## config.mk

```make
export PLATFORM = sky130hd
export DESIGN_NAME = dmem_arbiter_flat
export DESIGN_NICKNAME = d
export VERILOG_FILES = /design/src/rtl/dmem_arbiter_if.sv /design/src/rtl/dmem_arbiter.sv /design/src/flat_wrapper.sv
export SDC_FILE = /design/constraint.sdc
export NUM_CORES = 1
export LEC_CHECK = 0
export ABC_CLOCK_PERIOD_IN_PS = 3500
export CAP_MARGIN = 25
export CORE_AREA = 4 4 120 122
export DETAILED_ROUTE_END_ITERATION = 8
export DIE_AREA = 0 0 124 126
export GPL_ROUTABILITY_DRIVEN = 0
export PLACE_DENSITY = 0.73
export SLEW_MARGIN = 20
export SYNTH_ARGS = -nofsm -noshare
export SYNTH_HDL_FRONTEND = slang
export SYNTH_SLANG_ARGS = --single-unit
```

## constraint.sdc

```tcl
create_clock -name clk -period 3.5 [get_ports clk]
set_clock_uncertainty 0.15 [all_clocks]
set_input_delay 0.7 -clock clk [delete_from_list [all_inputs] [get_ports clk]]
set_output_delay 0.7 -clock clk [all_outputs]
set_load 0.01 [all_outputs]
```

## src/rtl/dmem_arbiter_if.sv

```systemverilog
// Bundle of both requester ports and the single-port memory bus seen by dmem_arbiter.
// The arbiter uses the slave view; the requesters and memory model use the master view.
interface dmem_arbiter_if #(
    parameter int DATA_W = 32
);
    logic              p0_req;
    logic              p0_we;
    logic [DATA_W-1:0] p0_addr;
    logic [DATA_W-1:0] p0_wdata;
    logic              p0_gnt;
    logic              p0_rvalid;
    logic [DATA_W-1:0] p0_rdata;
    logic              p0_err;

    logic              p1_req;
    logic              p1_we;
    logic [DATA_W-1:0] p1_addr;
    logic [DATA_W-1:0] p1_wdata;
    logic              p1_gnt;
    logic              p1_rvalid;
    logic [DATA_W-1:0] p1_rdata;
    logic              p1_err;

    logic              mem_write;
    logic [DATA_W-1:0] mem_addr;
    logic [DATA_W-1:0] mem_wdata;
    logic [DATA_W-1:0] mem_rdata;

    modport slave (
        input  p0_req, p0_we, p0_addr, p0_wdata,
        output p0_gnt, p0_rvalid, p0_rdata, p0_err,
        input  p1_req, p1_we, p1_addr, p1_wdata,
        output p1_gnt, p1_rvalid, p1_rdata, p1_err,
        output mem_write, mem_addr, mem_wdata,
        input  mem_rdata
    );

    modport master (
        output p0_req, p0_we, p0_addr, p0_wdata,
        input  p0_gnt, p0_rvalid, p0_rdata, p0_err,
        output p1_req, p1_we, p1_addr, p1_wdata,
        input  p1_gnt, p1_rvalid, p1_rdata, p1_err,
        input  mem_write, mem_addr, mem_wdata,
        output mem_rdata
    );
endinterface

```

## src/rtl/dmem_arbiter.sv

```systemverilog
// Two-port round-robin arbiter in front of the single-port data memory.
// Grants one access per cycle, rejects misaligned/out-of-range addresses and
// returns a registered one-cycle response to the winning port.
module dmem_arbiter #(
    parameter int DATA_W        = 32,
    parameter int DEPTH_WORDS   = 128,
    parameter int PRIORITY_INIT = 0
) (
    input  logic                 clk,
    input  logic                 reset,
    dmem_arbiter_if.slave        bus,
    output logic [15:0]          conflict_cnt
);

    typedef enum logic {
        PRIO_P0 = 1'b0,
        PRIO_P1 = 1'b1
    } prio_e;

    localparam logic [DATA_W-1:0] ADDR_LIMIT = DATA_W'(DEPTH_WORDS * 4);
    localparam prio_e             PRIO_RST   = (PRIORITY_INIT != 0) ? PRIO_P1 : PRIO_P0;

    prio_e             rr_ptr_q, rr_ptr_d;
    logic              gnt0, gnt1;
    logic              sel_we;
    logic [DATA_W-1:0] sel_addr;
    logic [DATA_W-1:0] sel_wdata;
    logic              addr_ok;

    logic              rvalid0_q, rvalid0_d, rvalid1_q, rvalid1_d;
    logic              err0_q, err0_d, err1_q, err1_d;
    logic [DATA_W-1:0] rdata0_q, rdata0_d, rdata1_q, rdata1_d;
    logic [15:0]       conflict_q, conflict_d;

    // Grant decision: lone requester wins, contention resolved by rr_ptr, nothing during reset.
    always_comb begin
        gnt0 = 1'b0;
        gnt1 = 1'b0;
        if (!reset) begin
            if (bus.p0_req && bus.p1_req) begin
                gnt0 = (rr_ptr_q == PRIO_P0);
                gnt1 = (rr_ptr_q == PRIO_P1);
            end else begin
                gnt0 = bus.p0_req;
                gnt1 = bus.p1_req;
            end
        end
    end

    // Route the winner onto the memory bus, check its address, and compute next state.
    always_comb begin
        sel_we    = 1'b0;
        sel_addr  = '0;
        sel_wdata = '0;
        if (gnt0) begin
            sel_we    = bus.p0_we;
            sel_addr  = bus.p0_addr;
            sel_wdata = bus.p0_wdata;
        end else if (gnt1) begin
            sel_we    = bus.p1_we;
            sel_addr  = bus.p1_addr;
            sel_wdata = bus.p1_wdata;
        end
        addr_ok = (sel_addr[1:0] == 2'b00) && (sel_addr < ADDR_LIMIT);

        rr_ptr_d = rr_ptr_q;
        if (gnt0) begin
            rr_ptr_d = PRIO_P1;
        end else if (gnt1) begin
            rr_ptr_d = PRIO_P0;
        end

        rvalid0_d = gnt0;
        rvalid1_d = gnt1;
        err0_d    = gnt0 && !addr_ok;
        err1_d    = gnt1 && !addr_ok;
        rdata0_d  = (gnt0 && !sel_we && addr_ok) ? bus.mem_rdata : '0;
        rdata1_d  = (gnt1 && !sel_we && addr_ok) ? bus.mem_rdata : '0;

        conflict_d = conflict_q;
        if (bus.p0_req && bus.p1_req && (conflict_q != '1)) begin
            conflict_d = conflict_q + 16'd1;
        end
    end

    // State and response registers; reset drops any pending response.
    always_ff @(posedge clk) begin
        if (reset) begin
            rr_ptr_q   <= PRIO_RST;
            rvalid0_q  <= 1'b0;
            rvalid1_q  <= 1'b0;
            err0_q     <= 1'b0;
            err1_q     <= 1'b0;
            rdata0_q   <= '0;
            rdata1_q   <= '0;
            conflict_q <= '0;
        end else begin
            rr_ptr_q   <= rr_ptr_d;
            rvalid0_q  <= rvalid0_d;
            rvalid1_q  <= rvalid1_d;
            err0_q     <= err0_d;
            err1_q     <= err1_d;
            rdata0_q   <= rdata0_d;
            rdata1_q   <= rdata1_d;
            conflict_q <= conflict_d;
        end
    end

    assign bus.p0_gnt    = gnt0;
    assign bus.p1_gnt    = gnt1;
    assign bus.mem_write = (gnt0 || gnt1) && sel_we && addr_ok;
    assign bus.mem_addr  = sel_addr;
    assign bus.mem_wdata = sel_wdata;
    assign bus.p0_rvalid = rvalid0_q;
    assign bus.p0_err    = err0_q;
    assign bus.p0_rdata  = rdata0_q;
    assign bus.p1_rvalid = rvalid1_q;
    assign bus.p1_err    = err1_q;
    assign bus.p1_rdata  = rdata1_q;
    assign conflict_cnt  = conflict_q;

endmodule

```

## src/flat_wrapper.sv

```systemverilog
// flat-port wrapper written by rule: the top's interface ports become plain ports
module dmem_arbiter_flat 
#(
    parameter int DATA_W        = 32,
    parameter int DEPTH_WORDS   = 128,
    parameter int PRIORITY_INIT = 0
)
  (clk, reset, conflict_cnt, bus_p0_req, bus_p0_we, bus_p0_addr, bus_p0_wdata, bus_p0_gnt, bus_p0_rvalid, bus_p0_rdata, bus_p0_err, bus_p1_req, bus_p1_we, bus_p1_addr, bus_p1_wdata, bus_p1_gnt, bus_p1_rvalid, bus_p1_rdata, bus_p1_err, bus_mem_write, bus_mem_addr, bus_mem_wdata, bus_mem_rdata);
  dmem_arbiter_if #(.DATA_W(DATA_W)) bus_i ();
  input  logic clk;
  input  logic reset;
  output logic [15:0] conflict_cnt;
  input wire logic [$bits(bus_i.p0_req)-1:0] bus_p0_req;
  input wire logic [$bits(bus_i.p0_we)-1:0] bus_p0_we;
  input wire logic [$bits(bus_i.p0_addr)-1:0] bus_p0_addr;
  input wire logic [$bits(bus_i.p0_wdata)-1:0] bus_p0_wdata;
  output wire logic [$bits(bus_i.p0_gnt)-1:0] bus_p0_gnt;
  output wire logic [$bits(bus_i.p0_rvalid)-1:0] bus_p0_rvalid;
  output wire logic [$bits(bus_i.p0_rdata)-1:0] bus_p0_rdata;
  output wire logic [$bits(bus_i.p0_err)-1:0] bus_p0_err;
  input wire logic [$bits(bus_i.p1_req)-1:0] bus_p1_req;
  input wire logic [$bits(bus_i.p1_we)-1:0] bus_p1_we;
  input wire logic [$bits(bus_i.p1_addr)-1:0] bus_p1_addr;
  input wire logic [$bits(bus_i.p1_wdata)-1:0] bus_p1_wdata;
  output wire logic [$bits(bus_i.p1_gnt)-1:0] bus_p1_gnt;
  output wire logic [$bits(bus_i.p1_rvalid)-1:0] bus_p1_rvalid;
  output wire logic [$bits(bus_i.p1_rdata)-1:0] bus_p1_rdata;
  output wire logic [$bits(bus_i.p1_err)-1:0] bus_p1_err;
  output wire logic [$bits(bus_i.mem_write)-1:0] bus_mem_write;
  output wire logic [$bits(bus_i.mem_addr)-1:0] bus_mem_addr;
  output wire logic [$bits(bus_i.mem_wdata)-1:0] bus_mem_wdata;
  input wire logic [$bits(bus_i.mem_rdata)-1:0] bus_mem_rdata;
  assign bus_i.p0_req = bus_p0_req;
  assign bus_i.p0_we = bus_p0_we;
  assign bus_i.p0_addr = bus_p0_addr;
  assign bus_i.p0_wdata = bus_p0_wdata;
  assign bus_p0_gnt = bus_i.p0_gnt;
  assign bus_p0_rvalid = bus_i.p0_rvalid;
  assign bus_p0_rdata = bus_i.p0_rdata;
  assign bus_p0_err = bus_i.p0_err;
  assign bus_i.p1_req = bus_p1_req;
  assign bus_i.p1_we = bus_p1_we;
  assign bus_i.p1_addr = bus_p1_addr;
  assign bus_i.p1_wdata = bus_p1_wdata;
  assign bus_p1_gnt = bus_i.p1_gnt;
  assign bus_p1_rvalid = bus_i.p1_rvalid;
  assign bus_p1_rdata = bus_i.p1_rdata;
  assign bus_p1_err = bus_i.p1_err;
  assign bus_mem_write = bus_i.mem_write;
  assign bus_mem_addr = bus_i.mem_addr;
  assign bus_mem_wdata = bus_i.mem_wdata;
  assign bus_i.mem_rdata = bus_mem_rdata;
  dmem_arbiter #(.DATA_W(DATA_W), .DEPTH_WORDS(DEPTH_WORDS), .PRIORITY_INIT(PRIORITY_INIT)) u_core (.clk(clk), .reset(reset), .bus(bus_i), .conflict_cnt(conflict_cnt));
endmodule
```

# == Word level (Yosys, flattened, before mapping) ==
# Cells that the tools add are included.
# totals
reg_bits,85
input_bits,166
word_cells,44
# classes
addsub,1
order_cmp,1
n_eq_ne,1
muxes,12
bitwise,3
n_reduce_logical,18
# ops
op,count
$mux 32,4
$lt 32x10->1 const B,1
$add 16x1->16 const B,1
$ne 16x16->1 const B,1
$logic_and 1x1->1,11
$mux 1,8
$reduce_or 2->1,2
$not 1->1,3
$logic_not 1->1,2
$logic_not 2->1,1
$reduce_bool 2->1,1
$logic_or 1x1->1,1

# == Depth between registers and ports, before layout ==
# logic_depth
ltp_word,10
depth_mapped,11
depth_no_buf,7

# == Least setup slack after synthesis ==
# No wires, ideal clock.
# synth_path
kind,input to output
start,in bus_p1_req
end,out bus_mem_write
arrival_ps,2310
path_slack_ps,340
cell_stages,9
path_cell_list,buf_2 > a21boi_2 > clkbuf_1 > a32oi_1 > nor2_1 > nor4b_2 > nand4_1 > clkbuf_1 > nor2_1
# synth_via
elab_chain_cells,8
word_cells_on_any_way,15
classes_between,1 x order compare; 8 x mux; 6 x reduce/logical
# synth_rtl
element,line,source
"start, declared",flat_wrapper.sv:21,input wire logic [$bits(bus_i.p1_req)-1:0] bus_p1_req;
$logic_and 1x1->1,dmem_arbiter.sv:40,if (bus.p0_req && bus.p1_req) begin
$mux 1,dmem_arbiter.sv:40,
$mux 1,dmem_arbiter.sv:39,if (!reset) begin
$mux 32,dmem_arbiter.sv:59,end else if (gnt1) begin
$mux 32 *,dmem_arbiter.sv:55,if (gnt0) begin
net bus_mem_addr[18],flat_wrapper.sv:30,output wire logic [$bits(bus_i.mem_addr)-1:0] bus_mem_addr;
$lt 32x10->1 *,dmem_arbiter.sv:64,addr_ok = (sel_addr[1:0] == 2'b00) && (sel_addr < ADDR_LIMIT);
$logic_and 1x1->1 *,dmem_arbiter.sv:64,
$logic_and 1x1->1 *,dmem_arbiter.sv:111,assign bus.mem_write = (gnt0 || gnt1) && sel_we && addr_ok;
"end, declared",flat_wrapper.sv:29,output wire logic [$bits(bus_i.mem_write)-1:0] bus_mem_write;
# The timed path passes the listed nets; every way through them passes the cells marked *.

# == Final worst setup path ==
# layout_path
start,in bus_p0_req
end,out bus_mem_write
# layout_via
elab_chain_cells,8
word_cells_on_any_way,15
classes_between,1 x order compare; 8 x mux; 6 x reduce/logical
# layout_rtl
element,line,source
"start, declared",flat_wrapper.sv:13,input wire logic [$bits(bus_i.p0_req)-1:0] bus_p0_req;
$logic_and 1x1->1,dmem_arbiter.sv:40,
$mux 1,dmem_arbiter.sv:40,
$mux 1,dmem_arbiter.sv:39,
$mux 32,dmem_arbiter.sv:59,
$mux 32,dmem_arbiter.sv:55,
$lt 32x10->1 / $logic_not 2->1 (equally long branches),dmem_arbiter.sv:64,
$logic_and 1x1->1,dmem_arbiter.sv:64,
$logic_and 1x1->1 *,dmem_arbiter.sv:111,
# Every way passes the cells marked *; elsewhere a longest branch is shown, timed or not.

==> results.md <==
- The run finished with clean final reports.
- The cell at the root of the clock tree is sky130_fd_sc_hd__clkbuf_16.
- The overall die height is 126 um.
- In the post-route analysis, the smallest setup slack over all paths is 0.0872 ns.
- The maximum ir drop on the vdd rail is 0.236 mV.
- The utilization after layout is 58.6%.
- The largest individual stage delay along the critical path comes from the cell sky130_fd_sc_hd__nor4bb_2.
- The detailed-routing iteration count for the pre-antenna-repair pass is 7.
- The synthesized area per cell is 9.48 sq um.
- The cell taking the most area after synthesis is sky130_fd_sc_hd__dfxtp_1.
- Setup repair after global routing could not meet its margin everywhere.
- Dividing the detail-routed wire length by the instance count gives 21.0 um.
- For this design, the sink count on the clock tree is 85.
- The worst setup path is launched from an input port.
- The die boundary width is 124 um.
- The layout overhead on the synthesized area is 101%.
- The critical-path maximum fanout is 10.
- The startpoint of the tightest hold check path is u_core.conflict_cnt[15].
- The number of standard-cell rows in the floorplan is 42.
- In the post-synthesis netlist, the cell with the most instances is sky130_fd_sc_hd__dfxtp_1.
- The worst reg2reg path startpoint is u_core.rr_ptr_q.
- Walking the worst path, the cells encountered are clkdlybuf4s15_2, a21boi_4, buf_4, a32o_1, o21ai_0, nor4bb_2, nand4_1, buf_4, nor2_1, dlygate4sd2_1.
- Hold is met by 0.355 ns.
- The max-cap violation count is 0.
- In the routed layout, each cell is associated on average with a via count of 5.12.
- For this run, the post-layout net count is 890.
- Synthesis inferred 85 register bits.
- The worst slack at placement is -0.758 ns.
- The total power divided by cell area is 328 nW/um^2.
- The standard cell area after detailed placement is 7290 sq um.
- The routed wire length is 19,100 um.
- The proportion of synthesized flip-flops having asynchronous set or reset is 0%.
- The endpoint of the most critical register-to-register path is u_core.bus.p1_rdata[9].
- Clock-pin slew was measured on the worst setup and hold paths at 0.06 ns.
- The total nets after synthesis is 573.
- For flop-to-flop paths, the worst setup slack is 0.75 ns.
- For hold timing, the worst endpoint is u_core.conflict_cnt[15].
- Counting instances in the post-synthesis netlist gives the leading cell types as 85 x sky130_fd_sc_hd__dfxtp_1, 40 x sky130_fd_sc_hd__a22o_1, 35 x sky130_fd_sc_hd__inv_1, 35 x sky130_fd_sc_hd__nor4_1, 34 x sky130_fd_sc_hd__nor2_1.
- Based on the critical path, the design can be clocked at up to 0.293 GHz.
- Detailed routing inserted a total of 4,661 vias.
- Clock latency on the worst-skew pair, taken at its later pin, is 0.33 ns.
- Of the cells placed in the final design, the portion with a size suffix greater than 1 is 13.5%.
- The number of hold violations in the final report is 0.
- In this run the static leakage power is 2.83 nW.
- The count of antenna-violating nets left after detailed routing is 0.
- The count of pins on the block boundary is 317.
- The floorplan die area is 15,600 sq um.
- The critical path data required time is 2.65 ns.
- The proportion of synthesized chip area in sequential cells is 44.2%.
- The total CTS buffers is 9.
- The mapped netlist covers 3850 sq um.
- Setup violations remaining at the end of the flow were counted as 0.
- In this run, synthesis inferred 0 flip-flops with an integrated enable.
- The post-layout instance area is 7730 sq um.
- The post-route fraction of the period consumed by the critical path is 97.5%.
- The HPWL after detailed placement is 15,100 um.
- Headroom to the max-slew limit came out at 44.3%.
- By area the synthesized netlist is led by sky130_fd_sc_hd__dfxtp_1 44%, sky130_fd_sc_hd__nor4_2 9.8%, sky130_fd_sc_hd__a22o_1 9.1%.
- Synthesis handed over a netlist of 406 instances.
- The slew at the pin closest to its max-slew limit is 0.835 ns.
- In this design, the stage delay of the slowest critical-path cell is 0.31 ns.
- After detailed routing, the number of remaining DRC violations is 0.
- The post-synthesis cell type count is 37.
- Among the stages of the critical path, the cell type that occurs most often is sky130_fd_sc_hd__buf_4.
- The top cell type's share of synthesized area is 44.2%.
- The clock passes through at most 2 buffers.
- The initial antenna violation count was 7.
- By startpoint and endpoint, the worst setup path is classified as input port to output port.
- The depth of the CTS H-tree is 3.
- The number of buffers inserted by hold repair at cts is 0.
- The class of the most critical hold timing path is flip-flop to flip-flop.
- The number of global-route vias before repair was 4,773.
- Global routing used 23.6% of the available tracks.
- TritonCTS built the clock tree.
- The kind of end point of the critical path is an output port.
- The clock period minus final worst setup slack is 3.41 ns.
- The worst reg2reg path depth is 8.
- The global-route wire length before repair is 28,100 um.
- Entering global routing, the biggest net connects 67 pins.
- The most common flop cell mapped by yosys is sky130_fd_sc_hd__dfxtp_1.
- The detailed router finished its first iteration with 393 violations.
- The global-route congestion overflow total is 0.
- The hold path depth is 2.
- The initial core utilization is 29.2%.
- The total of fill cells in the finished design is 1,144.
- The total of buffers placed on input and output ports is 316.
- Data on the critical path arrives at its endpoint at 2.56 ns.
- The placeable core area is 13,200 sq um.
- The max-slew violation count is 0.
- Yosys printed 0 warnings.
[repair_timing]
action | in CTS | in global routing
pin swaps | 4 | 0
cloned | 1 | 0
setup buffers | 2 | 0
setup endpoints to repair | 113 | 40
gates resized for setup | 17 | 6
[state kept, by name, summed over array words and instances, names as in the netlist]
| register | cells |
|---|---|
| u_core.bus.p0_rdata | 32 |
| u_core.bus.p1_rdata | 32 |
| u_core.conflict_cnt | 16 |
| u_core.bus.p0_err | 1 |
| u_core.bus.p0_rvalid | 1 |
| u_core.bus.p1_err | 1 |
| u_core.bus.p1_rvalid | 1 |
| u_core.rr_ptr_q | 1 |
[power breakdown]
part	internal [W]	switching (W)
Clock	0.000558	0.000400
Combinational	0.000349	0.000247
Sequential	0.000973	0.00000570
Total	0.00188	0.000652
[through the flow]
step	instances	setup TNS (ns)	power, W
after floorplan	406	0	0.00120
after global placement	885	-50.51	0.00157
after detailed placement	885	-59.48	0.00157
after CTS	904	0	0.00254
after global routing	908	-0.0425	0.00263
final	910	0	0.00253
[metal layers]
layer | GRT usage [%] | up-vias | wire length [um]
met2 | 37.1 | 272 | 9140
li1 | - | 2147 | -
met3 | 8.39 | 45 | 1720
met4 | 11.1 | 4 | 701
met5 | 0 | - | 20
met1 | 28.6 | 2193 | 7540
[layout make-up]
cell class,count,area (sq um),area share [%]
Timing Repair Buffer,349,3450,44.7
Antenna cell,6,15.0,0.194
Multi-Input combinational cell,241,1900,24.6
Clock buffer,10,229,2.96
Inverter,37,139,1.80
Tap cell,176,220,2.85
Clock inverter,6,70.1,0.906
Sequential cell,85,1700,22.0
[layout by cell type (no fill, tap or decap), types with 4 or more instances in the layout]
master                            count
sky130_fd_sc_hd__a32oi_1             10
sky130_fd_sc_hd__a32oi_2              8
sky130_fd_sc_hd__nor4_2              31
sky130_fd_sc_hd__dfxtp_1             85
sky130_fd_sc_hd__xor2_1              10
sky130_fd_sc_hd__nor2_1              34
sky130_fd_sc_hd__nor4_1              34
sky130_fd_sc_hd__a22o_1              40
sky130_fd_sc_hd__o21ai_0              4
sky130_fd_sc_hd__clkdlybuf4s50_1    313
sky130_fd_sc_hd__and3_1               4
sky130_fd_sc_hd__inv_1               34
sky130_fd_sc_hd__nand4_1              7
sky130_fd_sc_hd__a21oi_1              9
sky130_fd_sc_hd__nand3_1              6
sky130_fd_sc_hd__diode_2              6
sky130_fd_sc_hd__and2_1              13
sky130_fd_sc_hd__clkbuf_16            9
sky130_fd_sc_hd__a32o_1               6
sky130_fd_sc_hd__buf_4               29
[critical path, delay by kind of cell]
family / cells / cell delay, ns
and+or+nand+nor: 3 / 0.51
buffers and inverters: 4 / 0.85
AOI/OAI and AO/OA: 3 / 0.51
[cells by family (layout without fill, tap and decap cells)]
logic type,count (synthesis),after routing,synth area share [%]
adders and majority gates,1,1,0.325
muxes,1,1,0.260
DFF,85,85,44.2
AOI/OAI and AO/OA,83,84,17.7
buffers and inverters,81,402,8.88
other,0,6,0
and+or+nand+nor,142,142,25.6
xor gates and xnor gates,13,13,2.96
[worst max-delay path by stage]
stage | depth (start not counted) | slack (ns) | to | startpoint
after global routing | 10 | -0.04 | bus_mem_write | bus_p0_req
after detailed placement | 10 | -0.76 | bus_mem_write | bus_p0_req
after CTS | 7 | 0.02 | bus_mem_addr[2] | reset
after global placement | 10 | -0.72 | bus_mem_write | bus_p0_req
final | 10 | 0.09 | bus_mem_write | bus_p0_req
after floorplan | 9 | 0.34 | bus_mem_write | bus_p1_req
Note: power is estimated with default switching activity, not from simulation.
